<file path="src/rtl/uart_packet_deframer_if.sv">
// rtl/uart_packet_deframer_if.sv - byte input and flit output handshake bundle for the packet deframer
interface uart_packet_deframer_if;
   logic [7:0]  rx_data;
   logic        rx_valid;
   logic [31:0] out_data;
   logic        out_valid;
   logic        out_last;
   logic        out_ready;

   modport master (
      output rx_data, rx_valid, out_ready,
      input  out_data, out_valid, out_last
   );

   modport slave (
      input  rx_data, rx_valid, out_ready,
      output out_data, out_valid, out_last
   );
endinterface

</file>
<file path="src/rtl/uart_packet_deframer.sv">
// rtl/uart_packet_deframer.sv - parses UART host packets into header and 32-bit payload flits
module uart_packet_deframer #(
   parameter int FIFO_DEPTH     = 8,
   parameter int TIMEOUT_CYCLES = 100000
) (
   input  logic                   sys_clock,
   input  logic                   reset,
   uart_packet_deframer_if.slave  bus,
   input  logic                   err_clear,
   output logic                   err_type,
   output logic                   err_overflow,
   output logic                   err_timeout,
   output logic                   busy
);
   localparam int AW = (FIFO_DEPTH > 1) ? $clog2(FIFO_DEPTH) : 1;
   localparam int TW = $clog2(TIMEOUT_CYCLES + 1);

   localparam logic [2:0] S_IDLE    = 3'd0;
   localparam logic [2:0] S_ADDR    = 3'd1;
   localparam logic [2:0] S_SIZE_LO = 3'd2;
   localparam logic [2:0] S_SIZE_HI = 3'd3;
   localparam logic [2:0] S_PAYLOAD = 3'd4;
   localparam logic [2:0] S_DROP    = 3'd5;

   logic [2:0]  state;
   logic [7:0]  hdr;
   logic [7:0]  addr;
   logic [7:0]  size_lo;
   logic [15:0] remaining;
   logic [1:0]  lane;
   logic [23:0] pack;
   logic [TW-1:0] tcnt;

   logic        type_ok;
   logic [15:0] size_full;
   logic [31:0] lane_word;
   logic        timeout_hit;
   logic        push;
   logic [31:0] push_data;
   logic        push_last;

   logic [32:0] mem [FIFO_DEPTH];
   logic [AW:0] wr_ptr;
   logic [AW:0] rd_ptr;
   logic [AW:0] count;
   logic        full;
   logic        empty;
   logic        pop;
   logic        wr_en;
   logic [32:0] head;

   assign type_ok     = (hdr == 8'd0) || (hdr == 8'd1) || (hdr == 8'd3);
   assign size_full   = {bus.rx_data, size_lo};
   // pack keeps unused lanes at zero, so OR-ing in the new byte yields a padded flit
   assign lane_word   = {8'b0, pack} | ({24'b0, bus.rx_data} << {lane, 3'b000});
   assign timeout_hit = (state != S_IDLE) && !bus.rx_valid && (tcnt == TW'(TIMEOUT_CYCLES));
   assign busy        = (state != S_IDLE);

   always_comb begin
      push      = 1'b0;
      push_data = '0;
      push_last = 1'b0;
      if (timeout_hit) begin
         if (state == S_PAYLOAD) begin
            push      = 1'b1;
            push_data = {8'b0, pack};
            push_last = 1'b1;
         end
      end else if (bus.rx_valid) begin
         if (state == S_SIZE_HI && type_ok) begin
            push      = 1'b1;
            push_data = {hdr, addr, size_full};
            push_last = (size_full == 16'd0);
         end else if (state == S_PAYLOAD && (lane == 2'd3 || remaining == 16'd1)) begin
            push      = 1'b1;
            push_data = lane_word;
            push_last = (remaining == 16'd1);
         end
      end
   end

   assign count = wr_ptr - rd_ptr;
   assign empty = (wr_ptr == rd_ptr);
   assign full  = (count == (AW + 1)'(FIFO_DEPTH));
   assign pop   = !empty && bus.out_ready;
   assign wr_en = push && (!full || pop);
   assign head  = mem[rd_ptr[AW-1:0]];

   assign bus.out_valid = !empty;
   assign bus.out_data  = empty ? 32'd0 : head[31:0];
   assign bus.out_last  = !empty && head[32];

   always_ff @(posedge sys_clock) begin
      if (wr_en)
         mem[wr_ptr[AW-1:0]] <= {push_last, push_data};
   end

   always_ff @(posedge sys_clock or posedge reset) begin
      if (reset) begin
         wr_ptr       <= '0;
         rd_ptr       <= '0;
         state        <= S_IDLE;
         hdr          <= '0;
         addr         <= '0;
         size_lo      <= '0;
         remaining    <= '0;
         lane         <= '0;
         pack         <= '0;
         tcnt         <= '0;
         err_type     <= 1'b0;
         err_overflow <= 1'b0;
         err_timeout  <= 1'b0;
      end else begin
         if (wr_en) wr_ptr <= wr_ptr + 1'b1;
         if (pop)   rd_ptr <= rd_ptr + 1'b1;

         err_type     <= (bus.rx_valid && state == S_SIZE_HI && !type_ok) || (err_type && !err_clear);
         err_overflow <= (push && !wr_en) || (err_overflow && !err_clear);
         err_timeout  <= timeout_hit || (err_timeout && !err_clear);

         if (state == S_IDLE || bus.rx_valid || timeout_hit)
            tcnt <= '0;
         else
            tcnt <= tcnt + 1'b1;

         if (timeout_hit) begin
            state <= S_IDLE;
            lane  <= '0;
            pack  <= '0;
         end else if (bus.rx_valid) begin
            case (state)
               S_IDLE: begin
                  hdr   <= bus.rx_data;
                  state <= S_ADDR;
               end
               S_ADDR: begin
                  addr  <= bus.rx_data;
                  state <= S_SIZE_LO;
               end
               S_SIZE_LO: begin
                  size_lo <= bus.rx_data;
                  state   <= S_SIZE_HI;
               end
               S_SIZE_HI: begin
                  remaining <= size_full;
                  lane      <= '0;
                  pack      <= '0;
                  if (size_full == 16'd0) state <= S_IDLE;
                  else if (type_ok)       state <= S_PAYLOAD;
                  else                    state <= S_DROP;
               end
               S_PAYLOAD: begin
                  remaining <= remaining - 1'b1;
                  lane      <= lane + 1'b1;
                  if (lane == 2'd3 || remaining == 16'd1) pack <= '0;
                  else                                    pack <= lane_word[23:0];
                  if (remaining == 16'd1) begin
                     lane  <= '0;
                     state <= S_IDLE;
                  end
               end
               S_DROP: begin
                  remaining <= remaining - 1'b1;
                  if (remaining == 16'd1) state <= S_IDLE;
               end
               default: state <= S_IDLE;
            endcase
         end
      end
   end
endmodule

</file>
<file path="src/flat_wrapper.sv">
// flat-port wrapper written by rule: the top's interface ports become plain ports
module uart_packet_deframer_flat 
#(
   parameter int FIFO_DEPTH     = 8,
   parameter int TIMEOUT_CYCLES = 100000
)
  (sys_clock, reset, err_clear, err_type, err_overflow, err_timeout, busy, bus_rx_data, bus_rx_valid, bus_out_ready, bus_out_data, bus_out_valid, bus_out_last);
  uart_packet_deframer_if bus_i ();
  input  logic sys_clock;
  input  logic reset;
  input  logic err_clear;
  output logic err_type;
  output logic err_overflow;
  output logic err_timeout;
  output logic busy;
  input wire logic [$bits(bus_i.rx_data)-1:0] bus_rx_data;
  input wire logic [$bits(bus_i.rx_valid)-1:0] bus_rx_valid;
  input wire logic [$bits(bus_i.out_ready)-1:0] bus_out_ready;
  output wire logic [$bits(bus_i.out_data)-1:0] bus_out_data;
  output wire logic [$bits(bus_i.out_valid)-1:0] bus_out_valid;
  output wire logic [$bits(bus_i.out_last)-1:0] bus_out_last;
  assign bus_i.rx_data = bus_rx_data;
  assign bus_i.rx_valid = bus_rx_valid;
  assign bus_i.out_ready = bus_out_ready;
  assign bus_out_data = bus_i.out_data;
  assign bus_out_valid = bus_i.out_valid;
  assign bus_out_last = bus_i.out_last;
  uart_packet_deframer #(.FIFO_DEPTH(FIFO_DEPTH), .TIMEOUT_CYCLES(TIMEOUT_CYCLES)) u_core (.sys_clock(sys_clock), .reset(reset), .bus(bus_i), .err_clear(err_clear), .err_type(err_type), .err_overflow(err_overflow), .err_timeout(err_timeout), .busy(busy));
endmodule
</file>
<file path="config.mk">
export PLATFORM = sky130hd
export DESIGN_NAME = uart_packet_deframer_flat
export DESIGN_NICKNAME = d
export VERILOG_FILES = /design/src/rtl/uart_packet_deframer_if.sv /design/src/rtl/uart_packet_deframer.sv /design/src/flat_wrapper.sv
export SDC_FILE = /design/constraint.sdc
export NUM_CORES = 1
export LEC_CHECK = 0
export BUFFER_PORTS_ARGS = -buffer_cell sky130_fd_sc_hd__buf_2
export CAP_MARGIN = 20
export CORE_MARGIN = 1.5
export CORE_UTILIZATION = 55
export CTS_CLUSTER_DIAMETER = 60
export CTS_CLUSTER_SIZE = 12
export DETAILED_ROUTE_END_ITERATION = 12
export PLACE_DENSITY_LB_ADDON = 0.15
export SYNTH_ARGS = -nofsm -noshare
export SYNTH_HDL_FRONTEND = slang
export SYNTH_SLANG_ARGS = --single-unit
</file>
<file path="constraint.sdc">
create_clock -name sys_clock -period 7 [get_ports sys_clock]
set_clock_uncertainty 0.2 [all_clocks]
set_input_delay 1.4 -clock sys_clock [delete_from_list [all_inputs] [get_ports sys_clock]]
set_output_delay 1.4 -clock sys_clock [all_outputs]
set_load 0.005 [all_outputs]
</file>
# ---- Yosys cells after proc, flatten, opt, wreduce, memory -nomap -nowiden
# Memory sizes are Yosys's and may differ from the RTL's.
# Index checks and enable logic that the tools add are counted.
dict set report totals {
  ff_bits 97
  mem_bits_rw 264
  out_inout_bits 38
  elab_cells 111
  memories 1
}
# memory depth width read_ports rd_clocked_by_memory_dff wr line
set memory_table {}
lappend memory_table {u_core.mem 8 33 1 0 1 uart_packet_deframer.sv:42} ;# logic [32:0] mem [FIFO_DEPTH];
dict set report op_classes {
  n_addsub 6
  n_eq_ne 13
  shifts 1
  muxes 33
  bitwise_logic 2
  reduce_logical 42
}
# cell n
set ops {}
lappend ops {{32-bit 2-to-1 mux} 5}
lappend ops {{24-bit 2-to-1 mux} 4}
lappend ops {{24-bit one-hot mux with 2 select lines} 1}
lappend ops {{24-bit by 32-bit OR with 32-bit output} 1}
lappend ops {{16-bit one-hot mux with 2 select lines} 1}
lappend ops {{8-bit by 5-bit << shifter with 32-bit output} 1}
lappend ops {{17-bit by 1-bit adder with 17-bit output, second input constant} 1}
lappend ops {{17-bit equality test, second input constant} 1}
lappend ops {{17-bit 2-to-1 mux} 1}
lappend ops {{16-bit by 1-bit equality test with 1-bit output, second input constant} 1}
lappend ops {{16-bit zero test} 1}
lappend ops {{16-bit by 1-bit subtractor with 16-bit output, second input constant} 1}
lappend ops {{3-bit one-hot mux with 5 select lines} 1}
lappend ops {{1-bit logical AND} 13}
lappend ops {{1-bit 2-to-1 mux} 12}
lappend ops {{3-bit 2-to-1 mux} 4}
lappend ops {{3-bit AND reduction} 4}
lappend ops {{1-bit logical OR} 9}
lappend ops {{4-bit by 1-bit adder with 4-bit output, second input constant} 2}
lappend ops {{8-bit by 1-bit equality test with 1-bit output, second input constant} 1}
lappend ops {{8-bit by 2-bit equality test with 1-bit output, second input constant} 1}
lappend ops {{8-bit zero test} 1}
lappend ops {{3-bit by 2-bit equality test with 1-bit output, second input constant} 2}
lappend ops {{3-bit equality test, second input constant} 2}
lappend ops {{other kinds (16)} 26}

# ---- Logic depth before layout (Yosys ltp)
dict set report depth {
  depth_word 11
  ltp_mapped 12
  ltp_nobuf 8
}

# ---- Least setup slack after synthesis
# OpenSTA, ideal clock, no wires.
dict set report synth_path {
  path_type {register to register}
  from {register u_core.rd_ptr[1]}
  to {memory u_core.mem[0][0] (enable)}
  setup_ns 0.464
  arrival_ns 4.700
  required_ns 6.336
  setup_slack_ns 1.635
  path_stages_with_launch 13
  path_buffers 4
  synth_period_minus_slack_ns 5.365
  path_cell_list {dfrtp_1 -> clkbuf_1 -> buf_1 -> buf_1 -> inv_1 -> ha_1 -> and4_1 -> buf_2 -> inv_1 -> a211o_1 -> o32ai_4 -> nand2b_4 -> nor3_1}
}
dict set report synth_between {
  elab_chain_cells 7
}
# item line
set synth_rtl {}
lappend synth_rtl {{start, declared} uart_packet_deframer.sv:44} ;# logic [AW:0] rd_ptr;
lappend synth_rtl {{start signal, assigned} uart_packet_deframer.sv:115} ;# if (pop) rd_ptr <= rd_ptr + 1'b1;
lappend synth_rtl {{4-bit equality test} uart_packet_deframer.sv:83} ;# assign empty = (wr_ptr == rd_ptr);
lappend synth_rtl {{1-bit zero test} n/a}
lappend synth_rtl {{net bus_out_valid} flat_wrapper.sv:20} ;# output wire logic [$bits(bus_i.out_valid)-1:0] bus_out_valid;
lappend synth_rtl {{1-bit logical AND} uart_packet_deframer.sv:85} ;# assign pop = !empty && bus.out_ready;
lappend synth_rtl {{1-bit logical OR} uart_packet_deframer.sv:86} ;# assign wr_en = push && (!full || pop);
lappend synth_rtl {{1-bit logical AND} uart_packet_deframer.sv:86}
lappend synth_rtl {{1-bit 2-to-1 mux} uart_packet_deframer.sv:94} ;# if (wr_en)
lappend synth_rtl {{1-bit 2-to-1 mux (implied by the code)} uart_packet_deframer.sv:95} ;# mem[wr_ptr[AW-1:0]] <= {push_last, push_data};
lappend synth_rtl {{end, declared} uart_packet_deframer.sv:42}
# The timed path passes the listed nets, and every way through them passes these cells.

# ---- Worst setup path after layout
dict set report layout_path {
  from {register u_core.rd_ptr[0]}
  to {output port bus_out_data[23]}
}
dict set report layout_between {
  elab_chain_cells 2
}
# item line
set layout_rtl {}
lappend layout_rtl {{memory read 8 x 33 bit / 4-bit equality test (equally long branches)} n/a}
lappend layout_rtl {{32-bit 2-to-1 mux *} uart_packet_deframer.sv:90} ;# assign bus.out_data = empty ? 32'd0 : head[31:0];
lappend layout_rtl {{end, declared} flat_wrapper.sv:19} ;# output wire logic [$bits(bus_i.out_data)-1:0] bus_out_data;
# Mark *: on every way between the ends. The rest lies on a longest branch, timed or not.

==> out/results.tsv <==
metric	value	unit
vias_per_cell	6.07	
routed_wl	34200	um
area_growth	11.5	%
synth_cells	1089	
initial_core_util	0.563	
netlist_area	0.0157	mm2
dr_total_vias	9317	
clock_latency	0.51	ns
path_class	reg2out	
grt_usage	0.241	
grt_pass1_vias	9438	
yosysMostFrequentCell	edfxtp_1	
clk_path_buf_depth	3	
min_path_type	reg2reg	
synth-edff-count	264	
cts_hold_buf	0	
gp_congestion	0.856	
cts_inserted_buffers	37	
slew_violations	0	
yosysSeqAreaShare	0.658	
die_x	172	um
antenna_left	0	
io_pins	51	
path_max_fanout	41	
cts_tree	done	
synth_nets	1112	
antennaDiodeCount	0	
design.core.area	0.0279	mm2
route.met2.wl	16600	um
crit_required	5.40	ns
cap_violations	0	
antenna_found_initial	0	
grt_pass1_wl	53500	um
min_period	4.65	ns
dp_slack	2.24	ns
worst_pin_slew	1.05	ns
yosys.area.top_type	edfxtp_1	
ctsResizeCount	0	
ys_types	68	
first_pass_iters	5	
drive_above_1_share	0.212	
grt_overflow_total	0	
synth_ff_type	edfxtp_1	
drt_iter0_markers	877	
avgSynthCellArea	14.4	um2
fill_cells	2128	
start_kind	register	
cellLeakagePower	0.00640	uW
min_to	u_core.rd_ptr[3]	
place_area	0.0164	mm2
timing.rr.end	u_core.mem[7][15]	
die-height	172	um
powerDensity	347	mW/mm2
crit_slowest_cell	dfrtp_4	
synth_area_leaders	edfxtp_1, dfrtp_1, mux4_2, nand2_1, a21oi_1	
wl_met1	14900	um
highest_layer	met4	
fmax	0.215	GHz
postCtsSetupRepairBufs	0	
cts_root_buffer	clkbuf_16	
finalSetupViolCount	0	
fp.dieArea	0.0296	mm2
grt_start_max_net_pins	69	
yosys_register_bits	361	
relSlewSlack	0.296	
met3_length	1900	um
fin_nets	1153	
netlist.area_leader.share	0.504	
port_buffers	50	
max_stage_delay	0.94	ns
yosys_warnings	0	
synthArstFlopShare	0.269	
wl_per_cell	22.3	um
num_rows	61	
outcome	complete, no violations	
cts_max_level	2	
rsz0062_at_grt	false	
hold_depth	1	
dp_hpwl	20000	um
rr_worst_depth	11	
synth_common_cells	edfxtp_1, nand2_1, dfrtp_1	
hp-start	u_core.rd_ptr[3]	
drc	0	
tns	0	ns
cp_cell_sequence	buf_4 > mux4_2 > nand2_1 > a21oi_1 > buf_2	
vdd_drop_max	0.209	mV
finalCritPeriodShare	0.665	
finalWorstSetupSlack	2.35	ns
clkTransAtPathRegs	0.06	ns
finalHoldViolations	0	
setup.reg_to_reg.worst_slack	2.69	ns
fin_area	0.0175	mm2
reg2reg_from	u_core.rd_ptr[2]	
clock-sinks	361	
end_kind	output pin	
arrival	3.05	ns
==> registers in the layout, summed over array words and instances, names as in the netlist <==
signal,flops
u_core.tcnt,17
u_core.pack,24
u_core.mem,264
u_core.size_lo,8
u_core.addr,8
u_core.rd_ptr,4
u_core.err_overflow,1
u_core.state,3
u_core.lane,2
u_core.remaining,16
u_core.wr_ptr,4
u_core.err_type,1
u_core.err_timeout,1
u_core.hdr,8
==> how the worst max path moves through the flow <==
stage                                    to  slack [ns]  cells after the start        startpoint
after floorplan            u_core.mem[0][0]        1.64                     12  u_core.rd_ptr[1]
after global placement    u_core.mem[5][12]        2.29                      7      bus_rx_valid
after detailed placement   u_core.mem[7][3]        2.24                      7      bus_rx_valid
after CTS                  bus_out_data[23]        2.21                      5  u_core.rd_ptr[0]
after global routing       bus_out_data[23]        2.06                      5  u_core.rd_ptr[0]
final                      bus_out_data[23]        2.35                      5  u_core.rd_ptr[0]
==> placed cells by master, fill, tap and decap left out, drive strengths merged, types with 4 or more instances in the layout <==
| cell type | n |
|---|---|
| a32oi | 11 |
| and3 | 11 |
| edfxtp | 264 |
| ha | 10 |
| nor2b | 4 |
| inv | 17 |
| and2 | 10 |
| o21ai | 16 |
| clkbuf | 61 |
| a22oi | 22 |
| a22o | 24 |
| xnor2 | 13 |
| nor3 | 14 |
| nand2b | 5 |
| xor2 | 11 |
| nand2 | 134 |
| a21oi | 72 |
| mux2i | 4 |
| nor4 | 7 |
| mux4 | 66 |
| buf | 72 |
| dfrtp | 97 |
| mux2 | 24 |
| o31ai | 24 |
| nor2 | 97 |
| nand4 | 5 |
| nand3 | 16 |
==> layout make-up <==
| cell class | instances | area, um2 | share of cell area |
|---|---|---|---|
| inverters | 17 | 66.3 | 0.00378 |
| clock buffers | 60 | 1020 | 0.0583 |
| flip-flops and latches | 361 | 10400 | 0.590 |
| repair buffers | 73 | 526 | 0.0300 |
| multi-input cells | 640 | 5050 | 0.288 |
| well taps | 378 | 473 | 0.0270 |
| clock inverters | 6 | 45.0 | 0.00257 |
==> per-layer routing <==
metal | vias up | track usage
li1 | 4225 | -
met1 | 4752 | 0.333
met2 | 274 | 0.399
met3 | 66 | 0.0343
met4 | 0 | 0.0767
met5 | - | 0
==> where the power goes <==
part	switching, uW	internal, uW	total [uW]
clock network	785	1000	1790
logic	839	741	1580
registers	260	2450	2710
==> cell families after synthesis <==
logic type / share of synthesized area
AO/OA/AOI/OAI: 0.0830
buffers and inverters: 0.0243
AND/OR/NAND/NOR: 0.0989
XOR/XNOR: 0.0134
adder cells (fa/ha/maj): 0.00795
multiplexers: 0.114
flip-flops: 0.658
==> critical path: cells and delay by family (launching register included) <==
family	cells	cell delay, ns
muxes	1	0.59
buffers and inverters	2	0.80
and+or+nand+nor	1	0.09
DFF	1	0.94
AOI/OAI and AO/OA	1	0.07
==> stage by stage <==
step	power (uW)	utilization	instances	hold WS, ns
finish	6080	0.628	1535	0.295
global route	6420	0.628	1535	0.308
CTS	6140	0.625	1531	0.301
global placement	4310	0.584	1462	0.282
detailed placement	4350	0.587	1465	0.290
floorplan	3870	-	1089	0.262
Power figures use the tool's default switching activity.
